### src/rtl/tmds_rx_pkg.sv
// ---------------------------------------------------------------------------
// tmds_rx_pkg : shared constants, FSM state type and token test for the aligner
// rev 1.0
// ---------------------------------------------------------------------------
`default_nettype none

package tmds_rx_pkg;

  localparam int OFFSET_W = 4;

  localparam logic [9:0] CTRL_TOK0 = 10'b1101010100;
  localparam logic [9:0] CTRL_TOK1 = 10'b0010101011;
  localparam logic [9:0] CTRL_TOK2 = 10'b0101010100;
  localparam logic [9:0] CTRL_TOK3 = 10'b1010101011;

  typedef enum logic [0:0] {
    SEARCH = 1'b0,
    LOCKED = 1'b1
  } state_t;

  function automatic logic is_ctrl_token(input logic [9:0] word);
    return (word == CTRL_TOK0) || (word == CTRL_TOK1) ||
           (word == CTRL_TOK2) || (word == CTRL_TOK3);
  endfunction

endpackage

`default_nettype wire

### src/rtl/tmds_gearbox_5to10.sv
// ---------------------------------------------------------------------------
// tmds_gearbox_5to10 : 5-bit chunk history and bit-offset window select
// rev 1.0
// ---------------------------------------------------------------------------
`default_nettype none

module tmds_gearbox_5to10
  import tmds_rx_pkg::*;
(
  input  logic                clk_2x,
  input  logic                reset,
  input  logic [4:0]          in_data,
  input  logic                in_valid,
  input  logic [OFFSET_W-1:0] offset,
  output logic [9:0]          cand_word,
  output logic                cand_valid
);

  logic [19:0] hist;
  logic [19:0] hist_shift;
  logic        phase;
  logic [9:0]  win [10];

  // Newest chunk enters at the top so bit 0 stays the earliest wire bit.
  assign hist_shift = {in_data, hist[19:5]};

  always_ff @(posedge clk_2x) begin
    if (reset) begin
      hist  <= '0;
      phase <= 1'b0;
    end else if (in_valid) begin
      hist  <= hist_shift;
      phase <= ~phase;
    end
  end

  for (genvar i = 0; i < 10; i++) begin : g_win
    assign win[i] = hist_shift[i+9:i];
  end

  always_comb begin
    cand_word = win[0];
    for (int k = 1; k < 10; k++) begin
      if (offset == OFFSET_W'(k)) cand_word = win[k];
    end
  end

  assign cand_valid = in_valid & phase;

endmodule

`default_nettype wire

### src/rtl/tmds_rx_word_aligner.sv
// ---------------------------------------------------------------------------
// tmds_rx_word_aligner : control-token driven TMDS word alignment with lock FSM
// rev 1.0
// ---------------------------------------------------------------------------
`default_nettype none

module tmds_rx_word_aligner
  import tmds_rx_pkg::*;
#(
  parameter int LOCK_TOKENS   = 16,
  parameter int TIMEOUT_WORDS = 2048
) (
  input  logic                clk_2x,
  input  logic                reset,
  input  logic [4:0]          in_data,
  input  logic                in_valid,
  output logic [9:0]          out_word,
  output logic                out_valid,
  output logic                out_token,
  output logic                locked,
  output logic [OFFSET_W-1:0] offset
);

  localparam int TOK_W = $clog2(LOCK_TOKENS) + 1;
  localparam int TMR_W = $clog2(TIMEOUT_WORDS) + 1;
  localparam logic [TOK_W-1:0] LOCK_MAX = TOK_W'(LOCK_TOKENS);
  localparam logic [TMR_W-1:0] TMO_MAX  = TMR_W'(TIMEOUT_WORDS);

  logic [9:0]          cand_word;
  logic                cand_valid;
  logic                cand_tok;
  state_t              state, state_next;
  logic [TOK_W-1:0]    tok_cnt, tok_next, tok_inc;
  logic [TMR_W-1:0]    timer, timer_next, timer_inc;
  logic [OFFSET_W-1:0] offset_next;

  tmds_gearbox_5to10 u_gearbox (
    .clk_2x     (clk_2x),
    .reset      (reset),
    .in_data    (in_data),
    .in_valid   (in_valid),
    .offset     (offset),
    .cand_word  (cand_word),
    .cand_valid (cand_valid)
  );

  assign cand_tok  = is_ctrl_token(cand_word);
  assign tok_inc   = (tok_cnt == '1) ? tok_cnt : tok_cnt + 1'b1;
  assign timer_inc = (timer == '1) ? timer : timer + 1'b1;

  always_ff @(posedge clk_2x) begin
    if (reset) state <= SEARCH;
    else       state <= state_next;
  end

  // Decisions are made on the candidate word so locked lines up with out_word.
  always_comb begin
    state_next  = state;
    tok_next    = tok_cnt;
    timer_next  = timer;
    offset_next = offset;
    if (cand_valid) begin
      case (state)
        SEARCH: begin
          tok_next   = cand_tok ? tok_inc : '0;
          timer_next = timer_inc;
          if (cand_tok && (tok_inc >= LOCK_MAX)) begin
            state_next = LOCKED;
            tok_next   = '0;
            timer_next = '0;
          end else if (timer_inc >= TMO_MAX) begin
            offset_next = (offset == OFFSET_W'(9)) ? '0 : offset + 1'b1;
            timer_next  = '0;
            tok_next    = '0;
          end
        end
        LOCKED: begin
          timer_next = cand_tok ? '0 : timer_inc;
          if (!cand_tok && (timer_inc >= TMO_MAX)) begin
            state_next = SEARCH;
            timer_next = '0;
            tok_next   = '0;
          end
        end
        default: state_next = SEARCH;
      endcase
    end
  end

  always_comb begin
    locked = (state == LOCKED);
  end

  always_ff @(posedge clk_2x) begin
    if (reset) begin
      tok_cnt   <= '0;
      timer     <= '0;
      offset    <= '0;
      out_word  <= '0;
      out_valid <= 1'b0;
      out_token <= 1'b0;
    end else begin
      tok_cnt   <= tok_next;
      timer     <= timer_next;
      offset    <= offset_next;
      out_valid <= cand_valid;
      if (cand_valid) begin
        out_word  <= cand_word;
        out_token <= cand_tok;
      end
    end
  end

endmodule

`default_nettype wire
### config.mk
export PLATFORM = sky130hd
export DESIGN_NAME = tmds_rx_word_aligner
export DESIGN_NICKNAME = d
export VERILOG_FILES = /design/src/rtl/tmds_rx_pkg.sv /design/src/rtl/tmds_gearbox_5to10.sv /design/src/rtl/tmds_rx_word_aligner.sv
export SDC_FILE = /design/constraint.sdc
export NUM_CORES = 1
export LEC_CHECK = 0
export CAP_MARGIN = 0
export CORE_ASPECT_RATIO = 1.75
export CORE_MARGIN = 4
export CORE_UTILIZATION = 26
export DETAILED_ROUTE_END_ITERATION = 8
export SETUP_SLACK_MARGIN = 0.5
export SYNTH_ARGS = -nofsm -noshare
export SYNTH_HDL_FRONTEND = slang
export SYNTH_HIERARCHICAL = 1
export SYNTH_SLANG_ARGS = --single-unit
### constraint.sdc
create_clock -name clk_2x -period 5.2 [get_ports clk_2x]
set_input_delay 1.04 -clock clk_2x [delete_from_list [all_inputs] [get_ports clk_2x]]
set_output_delay 1.04 -clock clk_2x [all_outputs]
set_load 0.02 [all_outputs]
==> impl_metrics.toml, run 1 <==
[timing]
whs_ns = 0.4881
grt_setup_unrepaired = "no"
hold_violations = 0
setup_viol = 0
post-route-min-period_ns = 4.154
worst_pin_slew_ns = 0.9136
slew_headroom_pct = 39.09
period_share_pct = 79.88
skew_ns = 0.01086
fmax_mhz = 240.7
drv_slew = 0
setup_tns_ns = 0

[logic_synthesis]
syn-cell-area_um2 = 3541
avgSynthCellArea_um2 = 7.904
synth_edf_count = 0
yosysWarnings = 6
syn_inst = 448
ys.flop_type = "dfxtp_1"
ys_seq_area_share_pct = 28.27
async_flop_share_pct = 0
synth_seq_cells = 50
synth_cell_types = 71
syn_nets = 458

[min_path]
min_path_type = "reg2reg"
min_from = "out_token"

[grt]
grt_pass1_wl_mm = 16.50
grt_max_degree = 50
grt_pass1_vias = 3328
antenna_found_initial = 0
grt_use_total_pct = 13.34
grt-ovfl-total = 0

[setup_path]
crit_path_start_kind = "register"
rrSetupSlack_ns = 1.05
startpoint = "offset[1]"
end_kind = "register"
rr_worst_depth = 11
reg2reg_to = "timer[2]"
crit_arrival_ns = 4.35
crit_path_max_fanout = 33
endpoint = "timer[2]"
setup.worst_path.class = "reg2reg"
required_ns = 5.40
regToRegStartpoint = "offset[1]"

[detailed_routing]
vias_per_cell = 5.502
vias = 3400
drt_wl_total_mm = 10.37
drtPass1Iterations = 5
drt_iter0_drc = 331
wl_per_cell_um = 16.77
ant_nets = 0
drc_errors = 0

[job]
cap_violations = 0

[die]
design.portCount = 25
chipHeight_um = 162.4
core.rowCount = 56
die_w_um = 96.22
core_area_um2 = 13380
initial_core_util_pct = 26.46
die_area_um2 = 15620

[power_and_ir_drop]
power_switching_uw = 195.9
power_uw = 841.6
p_clk_share_pct = 44.4
peakVddDrop_mv = 0.1053
intPower_uw = 645.8
power.leakage_nw = 1.358
pwr-share-seq_pct = 48.1
p_comb_share_pct = 7.4
power_density_nw_per_um2 = 209.6
p_sw_share_pct = 23.27

[cells_and_area]
layout-drive-gt1-share_pct = 8.333
final_core_util_pct = 30.00
fin_nets = 453
n_antenna_cell = 0
multi_input_area_um2 = 2292
regArea_um2 = 1002
area_growth_pct = 13.39
fillers = 1406

[clock_network]
clockBufferDepth = 2
cts.repair.resized = 0
numClockSinks = 50
clock_latency_ns = 0.30
postCtsSetupBuffers = 0
clk_pin_slew_ns = 0.07
cts_tree = "built"
cts_htree_levels = 2
cts_root_buf = "clkbuf_16"
numCtsBuffers = 5
ctsHoldBuffers = 0

[placed_design]
numPortBuffers = 24
place_congestion = 0.9233
dp_hpwl_mm = 7.689

[outcome]
status = "finished, final reports clean"
-- kinds of logic after synthesis --
family | after synthesis | synth area share [%]
adder cells (fa/ha/maj) | 2 | 0.7066
multiplexers | 39 | 11.24
XOR/XNOR | 3 | 0.7422
buffers and inverters | 53 | 6.997
flip-flops | 50 | 28.27
AND/OR/NAND/NOR | 171 | 26.36
AO/OA/AOI/OAI | 130 | 25.69
-- layout by cell type (no fill, tap or decap), types with 6 or more instances in the layout --
cell             Yosys  routed
nor2_1              62      62
dfxtp_1             50      49
mux2i_1             36      36
o21ai_0             31      31
nand2_1             25      25
clkdlybuf4s50_1      0      24
a21oi_1             22      22
nor2b_1             15      15
nand3_1             11      11
nand2b_1            11      11
inv_1                9       9
nor3_1               8       8
buf_4                5       8
o221ai_1             7       7
nor3b_1              6       6
a22o_1               6       6
-- power by group through the flow --
stage               clock, mW  sequential, mW  combinational (mW)
floorplan                   0           0.404              0.0481
global placement            0           0.413              0.0621
detailed placement          0           0.413              0.0631
CTS                     0.389           0.404              0.0631
global route            0.401           0.406              0.0682
finish                  0.374           0.405              0.0625
-- metal layers --
metal / vias to the layer above / GRT usage, % / wire length, um
li1: 1635 / - / -
met1: 1598 / 13.42 / 3734
met4: 0 / 7.124 / 500
met3: 42 / 1.479 / 391
met5: - / 0 / 0
met2: 125 / 25.54 / 5740
-- metrics by stage --
stage / cells / worst slack (ns) / area (um2)
floorplan: 448 / 2.001 / 3541
global placement: 610 / 1.169 / 3846
detailed placement: 610 / 1.053 / 3846
CTS: 618 / 1.046 / 4015
global route: 618 / 0.6656 / 4015
finish: 618 / 1.046 / 4015
-- final cells by class --
class | count | share of cell area (%)
multi-input combinational | 345 | 57.09
timing repair buffer | 32 | 7.479
tap | 174 | 5.422
sequential | 50 | 24.96
clock buffer | 5 | 3.116
inverter | 9 | 0.8414
clock inverter | 3 | 1.091
-- sequential cells by signal, summed over array words and instances, names as in the netlist --
signal	count
locked	1
offset	4
out_token	1
out_valid	1
out_word	10
timer	12
tok_cnt	5
u_gearbox/hist	15
u_gearbox/phase	1
-- cells in the mapped netlist, drive strengths merged, types with 6 or more instances --
master | instances | share of area (%)
a21oi | 24 | 3.8
a22o | 6 | 1.5
buf | 23 | 3.8
clkbuf | 21 | 2.2
dfxtp | 50 | 28
inv | 9 | 0.95
mux2i | 36 | 10
nand2 | 25 | 2.7
nand2b | 11 | 1.9
nand3 | 13 | 2.3
nor2 | 62 | 6.6
nor2b | 15 | 2.7
nor3 | 8 | 1.1
nor3b | 7 | 1.6
nor4 | 6 | 1.5
o211ai | 6 | 1.4
o21ai | 31 | 4.4
o221ai | 7 | 1.7
o31ai | 7 | 1.8
-- worst min-delay path by stage --
| stage | end | slack (ns) | cells past startpoint |
|---|---|---|---|
| after global routing | tok_cnt[1] | 0.54 | 2 |
| after global placement | tok_cnt[0] | 0.48 | 1 |
| after floorplan | tok_cnt[0] | 0.46 | 1 |
| after detailed placement | out_token | 0.48 | 2 |
| final | out_token | 0.49 | 2 |
| after CTS | out_token | 0.49 | 2 |
-- worst max-delay path, cell delays in order, from the launching register on --
cell	delay, ns
dfxtp_1	0.73
buf_4	0.43
or3b_1	0.49
nor2_1	0.19
a221oi_1	0.28
o21ai_0	0.27
nor4bb_1	0.32
and4b_1	0.29
nor2_1	0.13
o211ai_2	0.55
o22ai_1	0.17
a21o_1	0.20
(Power assumes the default switching activity.)
==> run 2: changes to the inputs <==
Clock period 5.2 ns to 4 ns, I/O delays scaled along.
==> impl_metrics.toml, run 2 (synthesized netlist as in run 1, its figures left out) <==
[setup_path]
end_kind = "register"
required_ns = 4.20
crit_arrival_ns = 3.47
crit_path_max_fanout = 15
rrSetupSlack_ns = 0.73
crit_path_start_kind = "register"
startpoint = "offset[3]"
regToRegStartpoint = "offset[3]"
setup.worst_path.class = "reg2reg"

[grt]
grt_max_degree = 31
grt_use_total_pct = 13.77
grt_pass1_vias = 3361
antenna_found_initial = 0
grt_pass1_wl_mm = 17.04
grt-ovfl-total = 0

[power_and_ir_drop]
pwr-share-seq_pct = 50.3
power_density_nw_per_um2 = 248.8
p_clk_share_pct = 41.1
intPower_uw = 778.1
power_switching_uw = 262.9
power.leakage_nw = 1.469
p_sw_share_pct = 25.26
p_comb_share_pct = 8.6
peakVddDrop_mv = 0.1634
power_mw = 1.041

[detailed_routing]
drt_iter0_drc = 204
ant_nets = 0
drt_wl_total_mm = 10.60
vias_per_cell = 5.470
wl_per_cell_um = 16.71
vias = 3468
drtPass1Iterations = 4
drc_errors = 0

[cells_and_area]
layout.cells.non_filler = 634
regMostFlops = "u_gearbox/hist"
area_growth_pct = 18.16
final_core_util_pct = 31.26
final_cell_mix = "nor2_1, dfxtp_1, mux2i_1, o21ai_0, nand2_1"
fin_nets = 469
largest_reg_flops = 15
layout-drive-gt1-share_pct = 13.04
postLayoutCellArea_um2 = 4184
final_common_cell = "nor2_1"
largestRegisters = "u_gearbox/hist x15, timer x12, out_word x10"
n_antenna_cell = 0

[placed_design]
placedInstanceArea_um2 = 3959
pre_cts_ws_ns = 0.1657
numPortBuffers = 24
dp_hpwl_mm = 8.065
place_congestion = 0.9129
dp.cells = 625

[die]
initial_core_util_pct = 26.46
die_w_um = 96.22
core.rowCount = 56
design.portCount = 25
core_area_um2 = 13380
die_area_um2 = 15620
chipHeight_um = 162.4

[timing]
worst_pin_slew_ns = 0.7791
setup_viol = 0
slew_headroom_pct = 47.71
hold_violations = 0
drv_slew = 0
period_share_pct = 81.83
post-route-min-period_ns = 3.273
fin_ws_ns = 0.7268
skew_ns = 0.008867
fmax_mhz = 305.5
setup_tns_ns = 0
grt_setup_unrepaired = "no"
whs_ns = 0.4994

[job]
cap_violations = 0

[clock_network]
cts_htree_levels = 2
clk_pin_slew_ns = 0.07
numClockSinks = 50
ctsHoldBuffers = 0
clock_latency_ns = 0.30
numCtsBuffers = 5
cts_tree = "built"
cts_root_buf = "clkbuf_16"
clockBufferDepth = 2

[min_path]
min_from = "tok_cnt[1]"
min_path_type = "reg2reg"

[outcome]
status = "finished, final reports clean"
[run 2: layer usage]
| metal | part of all wire, % | routed length (um) | global-route usage (%) |
|---|---|---|---|
| met2 | 55 | 5877 | 26.33 |
| met5 | 0 | 0 | 0 |
| met4 | 5.8 | 616 | 8.484 |
| met3 | 3.6 | 382 | 1.294 |
| met1 | 35 | 3718 | 13.52 |
[run 2: worst max-delay path, stage by stage (launching register included)]
cell,delay [ns]
dfxtp_2,0.39
buf_4,0.21
a21oi_4,0.19
o31ai_2,0.15
a221oi_1,0.34
o221ai_1,0.20
a22o_1,0.27
nand3b_1,0.22
nor4b_4,0.41
nor2_2,0.17
o211ai_4,0.21
buf_12,0.16
o22ai_1,0.08
a21o_1,0.18
[run 2: layout make-up]
cell class              instances  area (um2)
fillers                      1402        9199
multi-input cells             345        2345
flip-flops and latches         50        1008
repair buffers                 48       432.9
well taps                     174       217.7
clock buffers                   5       125.1
inverters                       9       33.78
clock inverters                 3       21.27
[run 2: final timing paths]
path	end	depth (start not counted)
setup / recovery	timer[2]	13
hold reg to reg	tok_cnt[1]	2
hold / removal	tok_cnt[1]	2
setup reg to reg	timer[2]	13
[run 2: timing repair]
| action | CTS | global route |
|---|---|---|
| hold endpoints to repair | 0 | 0 |
| setup endpoints to repair | 14 | 15 |
| resized for setup | 4 | 8 |
| setup buffers | 0 | 1 |
| pin swaps | 0 | 2 |
[run 2: power groups by stage]
| stage | combinational, mW | sequential, mW | clock [mW] |
|---|---|---|---|
| global placement | 0.0852 | 0.535 | 0 |
| detailed placement | 0.0862 | 0.535 | 0 |
| CTS | 0.0868 | 0.523 | 0.441 |
| finish | 0.0890 | 0.524 | 0.428 |
| global route | 0.0964 | 0.524 | 0.453 |
| floorplan | 0.0625 | 0.525 | 0 |
